`src/rtl/mini_alu_16bit_muladd_if.sv`:
```
`default_nettype none
// ============================================================================
// Module      : mini_alu_16bit_muladd_if
// Description : Request/result bundle for the 16x16 multiply-accumulate unit.
//               The master drives operands and start; the slave returns the
//               32-bit result, overflow flag and busy/valid status.
// Revision    : 1.0 - initial release
// ============================================================================
interface mini_alu_16bit_muladd_if;
    logic        start;
    logic [15:0] X;
    logic [15:0] Y;
    logic [15:0] C;
    logic        sign;
    logic [15:0] prod_hi;
    logic [15:0] prod_lo;
    logic        overflow;
    logic        busy;
    logic        valid;

    modport master (
        output start, X, Y, C, sign,
        input  prod_hi, prod_lo, overflow, busy, valid
    );

    modport slave (
        input  start, X, Y, C, sign,
        output prod_hi, prod_lo, overflow, busy, valid
    );
endinterface
`default_nettype wire

```
`src/rtl/mini_alu_16bit_muladd.sv`:
```
`default_nettype none
// ============================================================================
// Module      : mini_alu_16bit_muladd
// Description : Sequential 16x16 shift-add multiply-accumulate, R = X*Y + C,
//               unsigned or two's complement. Works on operand magnitudes and
//               applies the product sign in the final cycle. 17 cycles from
//               accept to a one-cycle valid pulse.
// Revision    : 1.0 - initial release
// ============================================================================
module mini_alu_16bit_muladd (
    input  wire logic                 clk,
    input  wire logic                 rst,
    mini_alu_16bit_muladd_if.slave    bus
);

    localparam logic [1:0] c_ST_IDLE = 2'd0;
    localparam logic [1:0] c_ST_CALC = 2'd1;
    localparam logic [1:0] c_ST_FIN  = 2'd2;
    localparam logic [3:0] c_LAST_STEP = 4'd15;

    logic [1:0]  r_state;
    logic [3:0]  r_count;
    logic [32:0] r_acc;
    logic [15:0] r_mcand;     // |X|, added into the upper half each step
    logic [15:0] r_c;
    logic        r_sign;
    logic        r_neg;
    logic [15:0] r_prod_hi;
    logic [15:0] r_prod_lo;
    logic        r_overflow;
    logic        r_valid;

    // Operand magnitudes; 0x8000 maps to itself, which is the correct
    // unsigned magnitude, so no saturation is needed.
    logic [15:0] w_x_mag;
    logic [15:0] w_y_mag;
    assign w_x_mag = (bus.sign && bus.X[15]) ? (16'd0 - bus.X) : bus.X;
    assign w_y_mag = (bus.sign && bus.Y[15]) ? (16'd0 - bus.Y) : bus.Y;

    // One shift-add step: conditionally add the multiplicand into the upper
    // half (keeping the carry in bit 32), then shift the whole accumulator.
    logic [16:0] w_add_sum;
    logic [32:0] w_acc_next;
    assign w_add_sum  = {1'b0, r_acc[31:16]} + {1'b0, r_mcand};
    assign w_acc_next = r_acc[0] ? {1'b0, w_add_sum, r_acc[15:1]}
                                 : {1'b0, r_acc[32:1]};

    // Final result: signed product plus extended addend, modulo 2^32.
    logic [31:0] w_prod_signed;
    logic [31:0] w_c_ext;
    logic [31:0] w_result;
    logic        w_overflow;
    assign w_prod_signed = r_neg ? (32'd0 - r_acc[31:0]) : r_acc[31:0];
    assign w_c_ext       = r_sign ? {{16{r_c[15]}}, r_c} : {16'd0, r_c};
    assign w_result      = w_prod_signed + w_c_ext;
    assign w_overflow    = r_sign ? (w_result[31:16] != {16{w_result[15]}})
                                  : (w_result[31:16] != 16'd0);

    // Control FSM, datapath and registered result outputs.
    always_ff @(posedge clk) begin
        if (rst) begin
            r_state    <= c_ST_IDLE;
            r_count    <= 4'd0;
            r_acc      <= 33'd0;
            r_mcand    <= 16'd0;
            r_c        <= 16'd0;
            r_sign     <= 1'b0;
            r_neg      <= 1'b0;
            r_prod_hi  <= 16'd0;
            r_prod_lo  <= 16'd0;
            r_overflow <= 1'b0;
            r_valid    <= 1'b0;
        end else begin
            r_valid <= 1'b0;
            case (r_state)
                c_ST_IDLE: begin
                    if (bus.start) begin
                        r_acc   <= {17'd0, w_y_mag};
                        r_mcand <= w_x_mag;
                        r_c     <= bus.C;
                        r_sign  <= bus.sign;
                        r_neg   <= bus.sign & (bus.X[15] ^ bus.Y[15]);
                        r_count <= 4'd0;
                        r_state <= c_ST_CALC;
                    end
                end
                c_ST_CALC: begin
                    r_acc   <= w_acc_next;
                    r_count <= r_count + 4'd1;
                    if (r_count == c_LAST_STEP) begin
                        r_state <= c_ST_FIN;
                    end
                end
                c_ST_FIN: begin
                    r_prod_hi  <= w_result[31:16];
                    r_prod_lo  <= w_result[15:0];
                    r_overflow <= w_overflow;
                    r_valid    <= 1'b1;
                    r_state    <= c_ST_IDLE;
                end
                default: begin
                    r_state <= c_ST_IDLE;
                end
            endcase
        end
    end

    assign bus.prod_hi  = r_prod_hi;
    assign bus.prod_lo  = r_prod_lo;
    assign bus.overflow = r_overflow;
    assign bus.valid    = r_valid;
    assign bus.busy     = (r_state == c_ST_CALC) || (r_state == c_ST_FIN);

endmodule
`default_nettype wire

```
`src/flat_wrapper.sv`:
```
// flat-port wrapper written by rule: the top's interface ports become plain ports
module mini_alu_16bit_muladd_flat 
  (clk, rst, bus_start, bus_X, bus_Y, bus_C, bus_sign, bus_prod_hi, bus_prod_lo, bus_overflow, bus_busy, bus_valid);
  mini_alu_16bit_muladd_if bus_i ();
  input  wire logic clk;
  input  wire logic rst;
  input wire logic [$bits(bus_i.start)-1:0] bus_start;
  input wire logic [$bits(bus_i.X)-1:0] bus_X;
  input wire logic [$bits(bus_i.Y)-1:0] bus_Y;
  input wire logic [$bits(bus_i.C)-1:0] bus_C;
  input wire logic [$bits(bus_i.sign)-1:0] bus_sign;
  output wire logic [$bits(bus_i.prod_hi)-1:0] bus_prod_hi;
  output wire logic [$bits(bus_i.prod_lo)-1:0] bus_prod_lo;
  output wire logic [$bits(bus_i.overflow)-1:0] bus_overflow;
  output wire logic [$bits(bus_i.busy)-1:0] bus_busy;
  output wire logic [$bits(bus_i.valid)-1:0] bus_valid;
  assign bus_i.start = bus_start;
  assign bus_i.X = bus_X;
  assign bus_i.Y = bus_Y;
  assign bus_i.C = bus_C;
  assign bus_i.sign = bus_sign;
  assign bus_prod_hi = bus_i.prod_hi;
  assign bus_prod_lo = bus_i.prod_lo;
  assign bus_overflow = bus_i.overflow;
  assign bus_busy = bus_i.busy;
  assign bus_valid = bus_i.valid;
  mini_alu_16bit_muladd u_core (.clk(clk), .rst(rst), .bus(bus_i));
endmodule
```
`config.mk`:
```
export PLATFORM = sky130hd
export DESIGN_NAME = mini_alu_16bit_muladd_flat
export DESIGN_NICKNAME = d
export VERILOG_FILES = /design/src/rtl/mini_alu_16bit_muladd_if.sv /design/src/rtl/mini_alu_16bit_muladd.sv /design/src/flat_wrapper.sv
export SDC_FILE = /design/constraint.sdc
export NUM_CORES = 1
export LEC_CHECK = 0
export CORE_MARGIN = 10
export CORE_UTILIZATION = 55
export DETAILED_ROUTE_END_ITERATION = 7
export PLACE_DENSITY = 0.78
export SYNTH_ARGS = -nofsm -noshare
export SYNTH_HDL_FRONTEND = slang
export SYNTH_SLANG_ARGS = --single-unit
```
`constraint.sdc`:
```
create_clock -name clk -period 6.2 [get_ports clk]
set_input_delay 0.62 -clock clk [delete_from_list [all_inputs] [get_ports clk]]
set_output_delay 0.62 -clock clk [all_outputs]
set_load 0.02 [all_outputs]
```
## Word-level counts from Yosys, hierarchy flattened

Cells that the tools add are included.

| storage, ports and cells | value |
|---|---|
| register bits after elaboration | 107 |
| bits in latches | 0 |
| RAM bits | 0 |
| bits in read-only memories | 0 |
| bits of input ports | 52 |
| output and inout bits | 35 |
| word-level logic and storage cells | 48 |
| memories | 0 |

| operators by class | value |
|---|---|
| $add $sub $neg | 6 |
| multipliers | 0 |
| divide/modulo/power cells | 0 |
| order comparisons | 0 |
| equal/unequal tests | 6 |
| shift operators | 0 |
| muxes and demuxes | 14 |
| bitwise logic cells | 2 |
| reductions and logical operators | 9 |

Operators with widths:

| operator | count |
|---|---|
| $mux 32 | 3 |
| $pmux 33 s2 | 1 |
| $mux 33 | 1 |
| $add 32x32->32 | 1 |
| $mux 16 | 2 |
| $sub 1x16->16 const A | 2 |
| $sub 1x32->32 const A | 1 |
| $add 16x16->17 | 1 |
| $ne 16x16->1 | 1 |
| $reduce_bool 16->1 | 1 |
| $pmux 4 s2 | 1 |
| $reduce_and 2->1 | 3 |
| $add 4x1->4 const B | 1 |
| $eq 4x4->1 const B | 1 |
| $mux 2 | 2 |
| $mux 4 | 1 |
| $pmux 2 s2 | 1 |
| $eq 2x1->1 const B | 1 |
| $eq 2x2->1 const B | 1 |
| $logic_and 1x1->1 | 2 |
| $logic_not 2->1 | 1 |
| $mux 1 | 2 |
| $ne 2x1->1 const B | 1 |
| $ne 2x2->1 const B | 1 |
| 4 further kinds | 4 |

## Logic depth before layout (Yosys ltp)

Gate-level depths: netlist of the first run.

| logic depth | value |
|---|---|
| depth after elaboration | 5 |
| gate-level depth with buffers | 18 |
| gate-level depth less buffers | 18 |

## Worst setup path after synthesis of the first run

No wires, ideal clock.

| path | value |
|---|---|
| kind | flip-flop to flip-flop |
| start point | reg u_core.r_acc[6] |
| end point | reg u_core.r_overflow, in the netlist u_core.bus.overflow |
| setup time | 0.126 ns |
| data arrival time | 5.007 ns |
| data required time | 6.074 ns |
| setup slack | 1.067 ns |
| cell stages (with the launch flop) | 19 |
| path buffers | 0 |
| clock period less this slack | 5.133 ns |
| cells stage by stage | dfxtp_1 or4_4 nor4b_2 nand2b_1 or3_1 or4_1 o21ai_0 xnor2_1 ha_1 a21o_1 a21o_1 a21oi_1 nand2_1 mux2_2 and2_1 or4_1 or4_1 o31ai_1 a211oi_1 |

| between the ends | value |
|---|---|
| longest elaborated chain between the ends | 5 |
| elaborated cells on any way between the ends | 6 |
| classes of those cells | 2 x add/sub; 1 x eq/ne; 2 x mux; 1 x reduce/logical |

Ends and longest elaborated chain:

| element | RTL line | text |
|---|---|---|
| start, declared | mini_alu_16bit_muladd.sv:23 | `logic [32:0] r_acc;` |
| start signal, assigned | mini_alu_16bit_muladd.sv:78 | `r_acc <= {17'd0, w_y_mag};` |
| start signal, assigned | mini_alu_16bit_muladd.sv:88 | `r_acc <= w_acc_next;` |
| $sub 1x32->32 | mini_alu_16bit_muladd.sv:53 | `assign w_prod_signed = r_neg ? (32'd0 - r_acc[31:0]) : r_acc[31:0];` |
| $mux 32 (*) | mini_alu_16bit_muladd.sv:53 |  |
| $add 32x32->32 (*) | mini_alu_16bit_muladd.sv:55 | `assign w_result = w_prod_signed + w_c_ext;` |
| $ne 16x16->1 or $reduce_bool 16->1 (tied branches) | mini_alu_16bit_muladd.sv:56, mini_alu_16bit_muladd.sv:57 |  |
| $mux 1 (*) | mini_alu_16bit_muladd.sv:56 | `assign w_overflow = r_sign ? (w_result[31:16] != {16{w_result[15]}})` |
| end signal, assigned | mini_alu_16bit_muladd.sv:97 | `r_overflow <= w_overflow;` |
| end, declared | mini_alu_16bit_muladd.sv:30 | `logic r_overflow;` |

Mark *: on every way between the ends. The rest lies on a longest branch, timed or not.
A chain may end at the register's enable or synchronous reset.

## Worst setup path after layout of the first run

Ends and elaborated chain as after synthesis.

==> summary.txt, run 1 <==
STA
  • Fmax: 177.7 MHz
  • Setup Viol. Count Final: 0
  • Final worst path period share: 0.9077
  • Worst Max-Slew Pin Slew: 1.094 ns
  • Fin crit period: 5.628 ns
  • Fin. Hold Viols: 0
  • Worst clock skew: 0.01173 ns
  • Slew headroom: 0.2655
  • Final Slew Violations: 0
  • Setup TNS: 0 ns
  • RSZ-0062 raised after global routing: no

Synthesis
  • Avg Inst Size Synth: 7.641 sq um
  • Most frequent cells after synthesis: 146 x nand2_1, 114 x nor2_1, 107 x a21oi_1
  • Ys async rst share: 0
  • Synth Flop Type: dfxtp_1
  • Area share of the largest cell type after synthesis: 0.2660
  • Syn. warnings: 0
  • Mapped Cells: 1,044
  • Synth area leader: dfxtp_1
  • Post-synth cell types: 70
  • Register bit total from synthesis: 106
  • Most area-consuming cells after synthesis: dfxtp_1 27%, ha_1 9.6%, nand2_1 6.9%
  • Post-synth net total: 1,159
  • Post-synthesis sequential area ratio: 0.2660
  • Post-synth EDFFs: 0
  • Post-Syn Area: 7978 sq um
  • Most frequent cell after synthesis: nand2_1

Floorplanning
  • I/O pins: 87
  • Die width: 140.4 um
  • Core outline area: 14,040 sq um
  • Site row count: 43
  • Initial Util: 0.5681
  • Die ar.: 19,720 sq um
  • Die Span Y: 140.4 um

Clock network
  • Hold-fix buffers at CTS: 0
  • Root Driver: clkbuf_16
  • CTS Buf Count: 9
  • H-tree levels: 3
  • CTS clk-pin slew, worst paths: 0.07 ns
  • Clock sink total: 106
  • Clk Latency, worst-skew pair: 0.36 ns
  • CTS tree: yes
  • Post-CTS Resized: 0
  • Clk buf depth: 2
  • Setup Buffers After CTS: 0

Critical path
  • Data arrival, critical path: 5.87 ns
  • Crit path capture type: register
  • CP Class: register to register
  • Crit path max fanout: 7
  • Crit path launch type: register
  • Worst EP required: 6.44 ns

Drt
  • Drt wl/cell: 15.29 um
  • TritonRoute pass-1 iters: 6
  • Post-route ant nets: 0
  • DRT iter0 DRCs: 556
  • Detailed Route WL: 19.66 mm
  • Vias per inst: 5.795
  • DR vias: 7,453
  • Drc violations: 0

Pwr
  • Leakage: 3.640 nW
  • Max IR drop VDD: 0.2327 mV
  • Pwr Density: 225.1 nW/um^2
  • Pwr Total: 2.071 mW

Global routing
  • Gr ovfl total: 0
  • GR Util All Layers: 0.1964
  • Largest net degree at the start of global routing: 68
  • Wire length of the first global-routing pass: 33.41 mm
  • Vias in the first global route: 6,810
  • Initial antenna violation count: 0

Final layout
  • Fin nets: 1,217
  • Multi-input gate area: 5593 sq um
  • Post-Layout Cell Count: 1,286
  • # fillers: 1,259
  • FF/Latch Area: 2122 sq um
  • Fin area: 9200 sq um
  • Share of cells above drive strength 1: 0.04159
  • Antenna Cells: 0
  • Layout area overhead: 15.32%

Placed design
  • Placed cell areas: 8941 sq um
  • GPL Wtd Cong: 0.8860
  • DP Wirelength: 15.36 mm
  • I/O Buffers: 86
  • Cells after DPL: 1,271

Min path
  • Worst hold path type: register to register

Flow run
  • Max Cap Viol: 0

Run status
  • Status: finished, final reports clean
==> through the flow <==
stage	utilization	hold WS, ns	worst slack [ns]
5_1_grt	0.6552	0.4821	0.2761
3_5_place_dp	0.6367	0.4512	0.6252
2_1_floorplan	-	0.4362	1.067
6_report	0.6552	0.4635	0.5720
4_1_cts	0.6552	0.4626	0.6066
3_3_place_gp	0.6367	0.4501	0.6743
==> placed cells by master (no fill, tap or decap), types with 21 or more instances in the layout <==
cell,netlist,layout
nand2_1,146,146
a21oi_1,107,106
clkdlybuf4s50_1,0,85
mux2i_1,23,23
ha_1,61,61
dfxtp_1,106,106
o21ai_0,53,53
inv_1,24,24
nand3_1,22,22
nor2_1,114,114
a21o_1,21,21
a211oi_1,29,29
xnor2_1,56,56
xor2_1,33,33
==> path summary, 6_finish.rpt <==
check | from | endpoint | slack, ns | cells after the start
hold / removal | u_core.r_mcand[0] | u_core.r_mcand[0] | 0.46 | 2
hold reg to reg | u_core.r_mcand[0] | u_core.r_mcand[0] | 0.46 | 2
setup / recovery | u_core.r_acc[6] | u_core.bus.overflow | 0.57 | 18
setup reg to reg | u_core.r_acc[6] | u_core.bus.overflow | 0.57 | 18
==> registers in the layout, indices dropped and copies added (netlist names) <==
signal,flops
u_core.r_mcand,16
u_core.r_acc,32
u_core.r_count,4
u_core.r_state,2
u_core.bus.prod_hi,16
u_core.r_sign,1
u_core.r_c,16
u_core.bus.overflow,1
u_core.bus.prod_lo,16
u_core.r_neg,1
u_core.bus.valid,1
==> layout make-up <==
cell class	count	area share
tap	180	0.02448
multi-input combinational	867	0.6079
clock buffer	9	0.02448
inverter	26	0.01061
timing repair buffer	92	0.09819
sequential	106	0.2307
clock inverter	6	0.003672
==> cells by family (layout without fill, tap and decap cells) <==
| family | count (synthesis) | in the layout | share of synthesized area |
|---|---|---|---|
| muxes | 27 | 27 | 0.03450 |
| adders and majority gates | 63 | 63 | 0.1007 |
| xor gates and xnor gates | 89 | 89 | 0.09771 |
| buffers and inverters | 71 | 133 | 0.03341 |
| and+or+nand+nor | 371 | 371 | 0.2116 |
| AOI/OAI and AO/OA | 317 | 317 | 0.2561 |
| DFF | 106 | 106 | 0.2660 |
==> where the power goes <==
group          switching, mW  total [mW]  internal, mW
Clock                  0.249       0.516         0.268
Combinational          0.441       0.748         0.307
Sequential            0.0638       0.807         0.743
Total                  0.753        2.07          1.32
==> per-layer routing <==
metal / routed length (um) / vias up / global-route usage / share of wire
met3: 997 / 16 / 0.04429 / 0.051
met1: 9664 / 3367 / 0.2665 / 0.49
met2: 8810 / 190 / 0.3111 / 0.45
li1: - / 3880 / - / -
met5: 0 / - / 0 / 0
met4: 186 / 0 / 0.03913 / 0.0095
==> worst max-delay path, cell delays in order (launching register included) <==
cell and delay, ns:
dfxtp_1 0.37, or4_4 0.58, nor4b_2 0.29, nand2b_1 0.13
or3_1 0.35, or4_1 0.52, o21ai_0 0.24, xnor2_1 0.17
ha_1 0.30, a21o_1 0.17, a21o_1 0.17, a21oi_1 0.38
nand2_1 0.08, mux2_2 0.28, and2_1 0.14, or4_1 0.53
or4_1 0.52, o31ai_1 0.20, a211oi_1 0.07
No activity file was read; power rests on OpenSTA's default activity.
==> run 2, diff against run 1 <==
Clock period 6.2 ns to 6.1 ns, I/O delays scaled along.
==> summary.txt, run 2 (synthesis gave the netlist of run 1 again) <==
Run status
  • Status: finished, final reports clean

Flow run
  • Max Cap Viol: 0 (unchanged)

STA
  • Fmax: 178.3 MHz (+0.33%)
  • Worst Max-Slew Pin Slew: 1.111 ns (+0.01659 ns)
  • Setup Viol. Count Final: 0 (unchanged)
  • Final Slew Violations: 0 (unchanged)
  • Fin crit period: 5.610 ns (-0.01834 ns)
  • Hold WS: 0.4618 ns (-0.001660 ns)
  • Setup TNS: 0 ns (unchanged)
  • RSZ-0062 raised after global routing: no
  • Worst clock skew: 0.01370 ns (+0.001978 ns)
  • Fin. Hold Viols: 0 (unchanged)
  • Slew headroom: 0.2544 (-0.01113)
  • Final worst path period share: 0.9196 (+0.01187)

Floorplanning
  • Die ar.: 19,720 sq um (unchanged)
  • Die Span Y: 140.4 um (unchanged)
  • I/O pins: 87 (unchanged)
  • Site row count: 43 (unchanged)
  • Die width: 140.4 um (unchanged)
  • Initial Util: 0.5681 (unchanged)
  • Core outline area: 14,040 sq um (unchanged)

Critical path
  • Most used cell, CP: or4_1
  • Crit path capture type: register
  • CP max stage delay: 0.58 ns (about the same)
  • Crit path max fanout: 7 (unchanged)
  • Slowest stage cell on the critical path: or4_4
  • Crit path launch type: register
  • Cell Chain, Critical Path: or4_4 -> nor4b_2 -> nand2b_1 -> or3_1 -> or4_1 -> o21ai_0 -> xnor2_1 -> ha_1 -> a21o_1 -> a21o_1 -> a21oi_1 -> nand2_1 -> mux2_2 -> and2_1 -> or4_1 -> or4_1 -> o31ai_1 -> a211oi_1
  • CP Class: register to register
  • Worst EP required: 6.34 ns (-0.10 ns)
  • Data arrival, critical path: 5.85 ns (-0.02 ns)

Global routing
  • Largest net degree at the start of global routing: 68 (unchanged)
  • Wire length of the first global-routing pass: 33.47 mm (+0.17%)
  • Vias in the first global route: 6,884 (+1.1%)
  • Initial antenna violation count: 0 (unchanged)
  • GR Util All Layers: 0.1971 (+0.0007173)
  • Gr ovfl total: 0 (unchanged)

Drt
  • TritonRoute pass-1 iters: 5 (-1)
  • Post-route ant nets: 0 (unchanged)
  • DR vias: 7,429 (-0.32%)
  • Vias per inst: 5.772 (-0.40%)
  • Drc violations: 0 (unchanged)
  • DRT iter0 DRCs: 382 (-31%)
  • Detailed Route WL: 19.78 mm (+0.60%)
  • Drt wl/cell: 15.37 um (+0.52%)

Clock network
  • Root Driver: clkbuf_16
  • Clk Latency, worst-skew pair: 0.36 ns (about the same)
  • Setup Buffers After CTS: 0 (unchanged)
  • Post-CTS Resized: 0 (unchanged)
  • CTS tree: yes
  • Hold-fix buffers at CTS: 0 (unchanged)
  • Clk buf depth: 2 (unchanged)
  • CTS clk-pin slew, worst paths: 0.07 ns (about the same)
  • Clock sink total: 106 (unchanged)
  • CTS Buf Count: 9 (unchanged)
  • H-tree levels: 3 (unchanged)

Final layout
  • Post-Layout Cell Count: 1,287 (+0.078%)
  • Most common cell after layout, fill and taps aside: nand2_1
  • Most frequent cells in the layout: 146 x nand2_1, 114 x nor2_1, 106 x a21oi_1, 106 x dfxtp_1, 85 x clkdlybuf4s50_1
  • Biggest register: u_core.r_acc
  • Fin nets: 1,217 (unchanged)
  • Share of cells above drive strength 1: 0.04246 (+0.0008658)
  • Layout area overhead: 17.06%
  • Antenna Cells: 0 (unchanged)
  • Max FFs per register: 32 (unchanged)

Min path
  • Worst hold path type: register to register

Pwr
  • Pwr Total: 2.337 mW (+13%)
  • Leakage: 3.698 nW (+1.6%)
  • Max IR drop VDD: 0.2766 mV (+19%)
  • Pwr Density: 250.3 nW/um^2 (+11%)

Placed design
  • GPL Wtd Cong: 0.8860 (unchanged)
  • I/O Buffers: 86 (unchanged)
  • DP Wirelength: 15.36 mm (about the same)
  • Cells after DPL: 1,271 (unchanged)
==> run 2: critical path, delay by kind of cell, from the launching register on <==
family / cells / cell delay (ns)
compound gates: 6 / 1.23
mux: 1 / 0.28
xor+xnor: 1 / 0.17
simple gates: 9 / 3.13
flops: 1 / 0.37
fa+ha+maj: 1 / 0.29
==> run 2: final timing paths <==
path / to / cells after the start / slack (ns) / from
max reg2reg: u_core.bus.overflow / 18 / 0.49 / u_core.r_acc[6]
min reg2reg: u_core.r_mcand[13] / 2 / 0.46 / u_core.r_mcand[13]
max: u_core.bus.overflow / 18 / 0.49 / u_core.r_acc[6]
min: u_core.r_mcand[13] / 2 / 0.46 / u_core.r_mcand[13]
==> run 2: power breakdown <==
group / switching [mW] / leakage, nW / internal [mW]
sequential: 0.0650 / 0.864 / 0.755
clock: 0.260 / 0.193 / 0.496
combinational: 0.449 / 2.64 / 0.312
total: 0.774 / 3.70 / 1.56
==> run 2: metrics by stage <==
stage / utilization / area, sq um / setup WS [ns]
final: 0.6651 / 9339 / 0.4904
after global routing: 0.6651 / 9339 / 0.2229
after CTS: 0.6651 / 9339 / 0.5176
after detailed placement: 0.6367 / 8941 / 0.5356
after global placement: 0.6367 / 8941 / 0.5740
after floorplan: - / 7978 / 0.9667
==> run 2: routing by layer <==
layer	vias to the layer above	track usage	part of all wire
met3	22	0.04327	0.048
met4	0	0.04457	0.012
li1	3886	-	-
met5	-	0	0
met2	163	0.3096	0.45
met1	3358	0.2683	0.49
==> run 2: final cells by class <==
cell class	instances	area [sq um]
inverter	26	97.59
clock buffer	10	239.0
multi-input combinational	867	5593
fill	1232	4703
tap	180	225.2
timing repair buffer	92	903.4
clock inverter	6	158.9
sequential	106	2122
==> run 3, diff against run 2 <==
Settings changed: CORE_UTILIZATION 55 to 40, PLACE_DENSITY 0.78 to not set.
==> summary.txt, run 3 (synthesis gave the netlist of run 1 again) <==
Drt
  • Drt wl/cell: 15.28 um (-0.58%)
  • DRT iter0 DRCs: 413 (+8.1%)
  • Detailed Route WL: 20.94 mm (+5.9%)
  • TritonRoute pass-1 iters: 4 (-1)
  • Vias per inst: 5.403 (-6.4%)
  • DR vias: 7,408 (-0.28%)
  • Post-route ant nets: 0 (unchanged)
  • Drc violations: 0 (unchanged)

Critical path
  • Most used cell, CP: or4_1
  • CP Class: register to register
  • Crit path max fanout: 7 (unchanged)
  • Slowest stage cell on the critical path: or4_4
  • Cell Chain, Critical Path: or4_4 -> nor4b_2 -> nand2b_1 -> or3_1 -> or4_1 -> o21ai_0 -> xnor2_1 -> ha_1 -> a21o_1 -> a21o_1 -> a21oi_1 -> nand2_1 -> mux2_2 -> and2_1 -> or4_1 -> or4_1 -> o31ai_1 -> a211oi_1
  • Crit path capture type: register
  • CP max stage delay: 0.58 ns (about the same)
  • Worst EP required: 6.33 ns (about the same)
  • Data arrival, critical path: 5.89 ns (+0.04 ns)
  • Crit path launch type: register

Flow run
  • Max Cap Viol: 0 (unchanged)

STA
  • Hold WS: 0.4616 ns (-0.0002580 ns)
  • Setup TNS: 0 ns (unchanged)
  • Final worst path period share: 0.9278 (+0.008200)
  • Fmax: 176.7 MHz (-0.88%)
  • Slew headroom: 0.2434 (-0.01102)
  • RSZ-0062 raised after global routing: no
  • Final Slew Violations: 0 (unchanged)
  • Fin crit period: 5.660 ns (+0.05002 ns)
  • Setup Viol. Count Final: 0 (unchanged)
  • Fin. Hold Viols: 0 (unchanged)
  • Worst Max-Slew Pin Slew: 1.127 ns (+0.01642 ns)
  • Worst clock skew: 0.007875 ns (-0.005829 ns)

Floorplanning
  • I/O pins: 87 (unchanged)
  • Core outline area: 19,530 sq um (+39%)
  • Initial Util: 0.4086 (-0.1596)
  • Die ar.: 25,990 sq um (+32%)
  • Die width: 161.2 um (+15%)
  • Die Span Y: 161.2 um (+15%)
  • Site row count: 51 (+19%)

Global routing
  • Initial antenna violation count: 0 (unchanged)
  • Largest net degree at the start of global routing: 66 (-2.9%)
  • GR Util All Layers: 0.1589 (-0.03825)
  • Vias in the first global route: 7,035 (+2.2%)
  • Wire length of the first global-routing pass: 35.11 mm (+4.9%)
  • Gr ovfl total: 0 (unchanged)

Pwr
  • Leakage: 3.634 nW (-1.8%)
  • Max IR drop VDD: 0.1508 mV (-45%)
  • Pwr Total: 2.132 mW (-8.8%)
  • Pwr Density: 228.7 nW/um^2 (-8.6%)

Final layout
  • Layout area overhead: 16.83%
  • Biggest register: u_core.r_acc
  • # fillers: 2,006 (+63%)
  • Most common cell after layout, fill and taps aside: nand2_1
  • Share of cells above drive strength 1: 0.04159 (-0.0008658)
  • Fin nets: 1,217 (unchanged)
  • Antenna Cells: 0 (unchanged)
  • Max FFs per register: 32 (unchanged)
  • Most frequent cells in the layout: 146 x nand2_1, 114 x nor2_1, 106 x a21oi_1, 106 x dfxtp_1, 85 x clkdlybuf4s50_1

Clock network
  • CTS tree: yes
  • Clk Latency, worst-skew pair: 0.35 ns (about the same)
  • Clk buf depth: 2 (unchanged)
  • Post-CTS Resized: 0 (unchanged)
  • Setup Buffers After CTS: 0 (unchanged)
  • H-tree levels: 3 (unchanged)
  • CTS clk-pin slew, worst paths: 0.07 ns (about the same)
  • CTS Buf Count: 9 (unchanged)
  • Clock sink total: 106 (unchanged)
  • Root Driver: clkbuf_16
  • Hold-fix buffers at CTS: 0 (unchanged)

Placed design
  • I/O Buffers: 86 (unchanged)
  • GPL Wtd Cong: 0.8678 (-2.1%)
  • DP Wirelength: 16.51 mm (+7.5%)

Run status
  • Status: finished, final reports clean

Min path
  • Worst hold path type: register to register
## run 3: cell count changes in the layout (fill, tap and decap cells not counted), sizes merged
cell / before / now
bufinv: 5 / 0
clkinv: 1 / 3
clkinvlp: 0 / 2
clkbuf: 10 / 11
inv: 26 / 25
## run 3: power breakdown
part | leakage, nW | internal, mW | total, mW | switching, mW
registers | 0.864 | 0.755 | 0.816 | 0.0612
clock network | 0.128 | 0.286 | 0.546 | 0.260
logic | 2.64 | 0.312 | 0.769 | 0.457
total | 3.63 | 1.35 | 2.13 | 0.779
## run 3: metrics by stage
| stage | setup slack [ns] | instance area (sq um) | instances | util |
|---|---|---|---|---|
| detailed placement | 0.4806 | 9049 | 1356 | 0.4634 |
| global placement | 0.6018 | 9049 | 1356 | 0.4634 |
| floorplan | 0.9667 | 7978 | 1044 | - |
| global route | 0.01139 | 9320 | 1371 | 0.4773 |
| CTS | 0.4618 | 9320 | 1371 | 0.4773 |
| finish | 0.4404 | 9320 | 1371 | 0.4773 |
## run 3: worst max-delay path: cells and delay by family, from the launching register on
kind	cells	cell delay [ns]
xor gates and xnor gates	1	0.17
DFF	1	0.37
adders and majority gates	1	0.29
muxes	1	0.30
AOI/OAI and AO/OA	6	1.21
and+or+nand+nor	9	3.20
## run 3: metal layers
| metal | routed length (um) | vias up | track usage |
|---|---|---|---|
| met2 | 9327 | 109 | 0.2547 |
| met1 | 10690 | 3408 | 0.2182 |
| met5 | 0 | - | 0 |
| met4 | 153 | 0 | 0.03060 |
| li1 | - | 3879 | - |
| met3 | 777 | 12 | 0.02923 |
## run 3: cell type report
cell class | count | area (sq um) | area share
inverters | 26 | 97.59 | 0.01047
repair buffers | 92 | 903.4 | 0.09693
clock buffers | 11 | 242.7 | 0.02604
clock inverters | 4 | 28.78 | 0.003088
flip-flops and latches | 106 | 2122 | 0.2277
well taps | 265 | 331.6 | 0.03558
multi-input cells | 867 | 5594 | 0.6002
## run 3: worst paths after layout
kind / from / endpoint / cells after the start / slack, ns
worst max-delay path: u_core.r_acc[6] / u_core.bus.overflow / 18 / 0.44
worst min-delay path: u_core.r_mcand[13] / u_core.r_mcand[13] / 2 / 0.46
worst max register to register: u_core.r_acc[6] / u_core.bus.overflow / 18 / 0.44
worst min register to register: u_core.r_mcand[13] / u_core.r_mcand[13] / 2 / 0.46
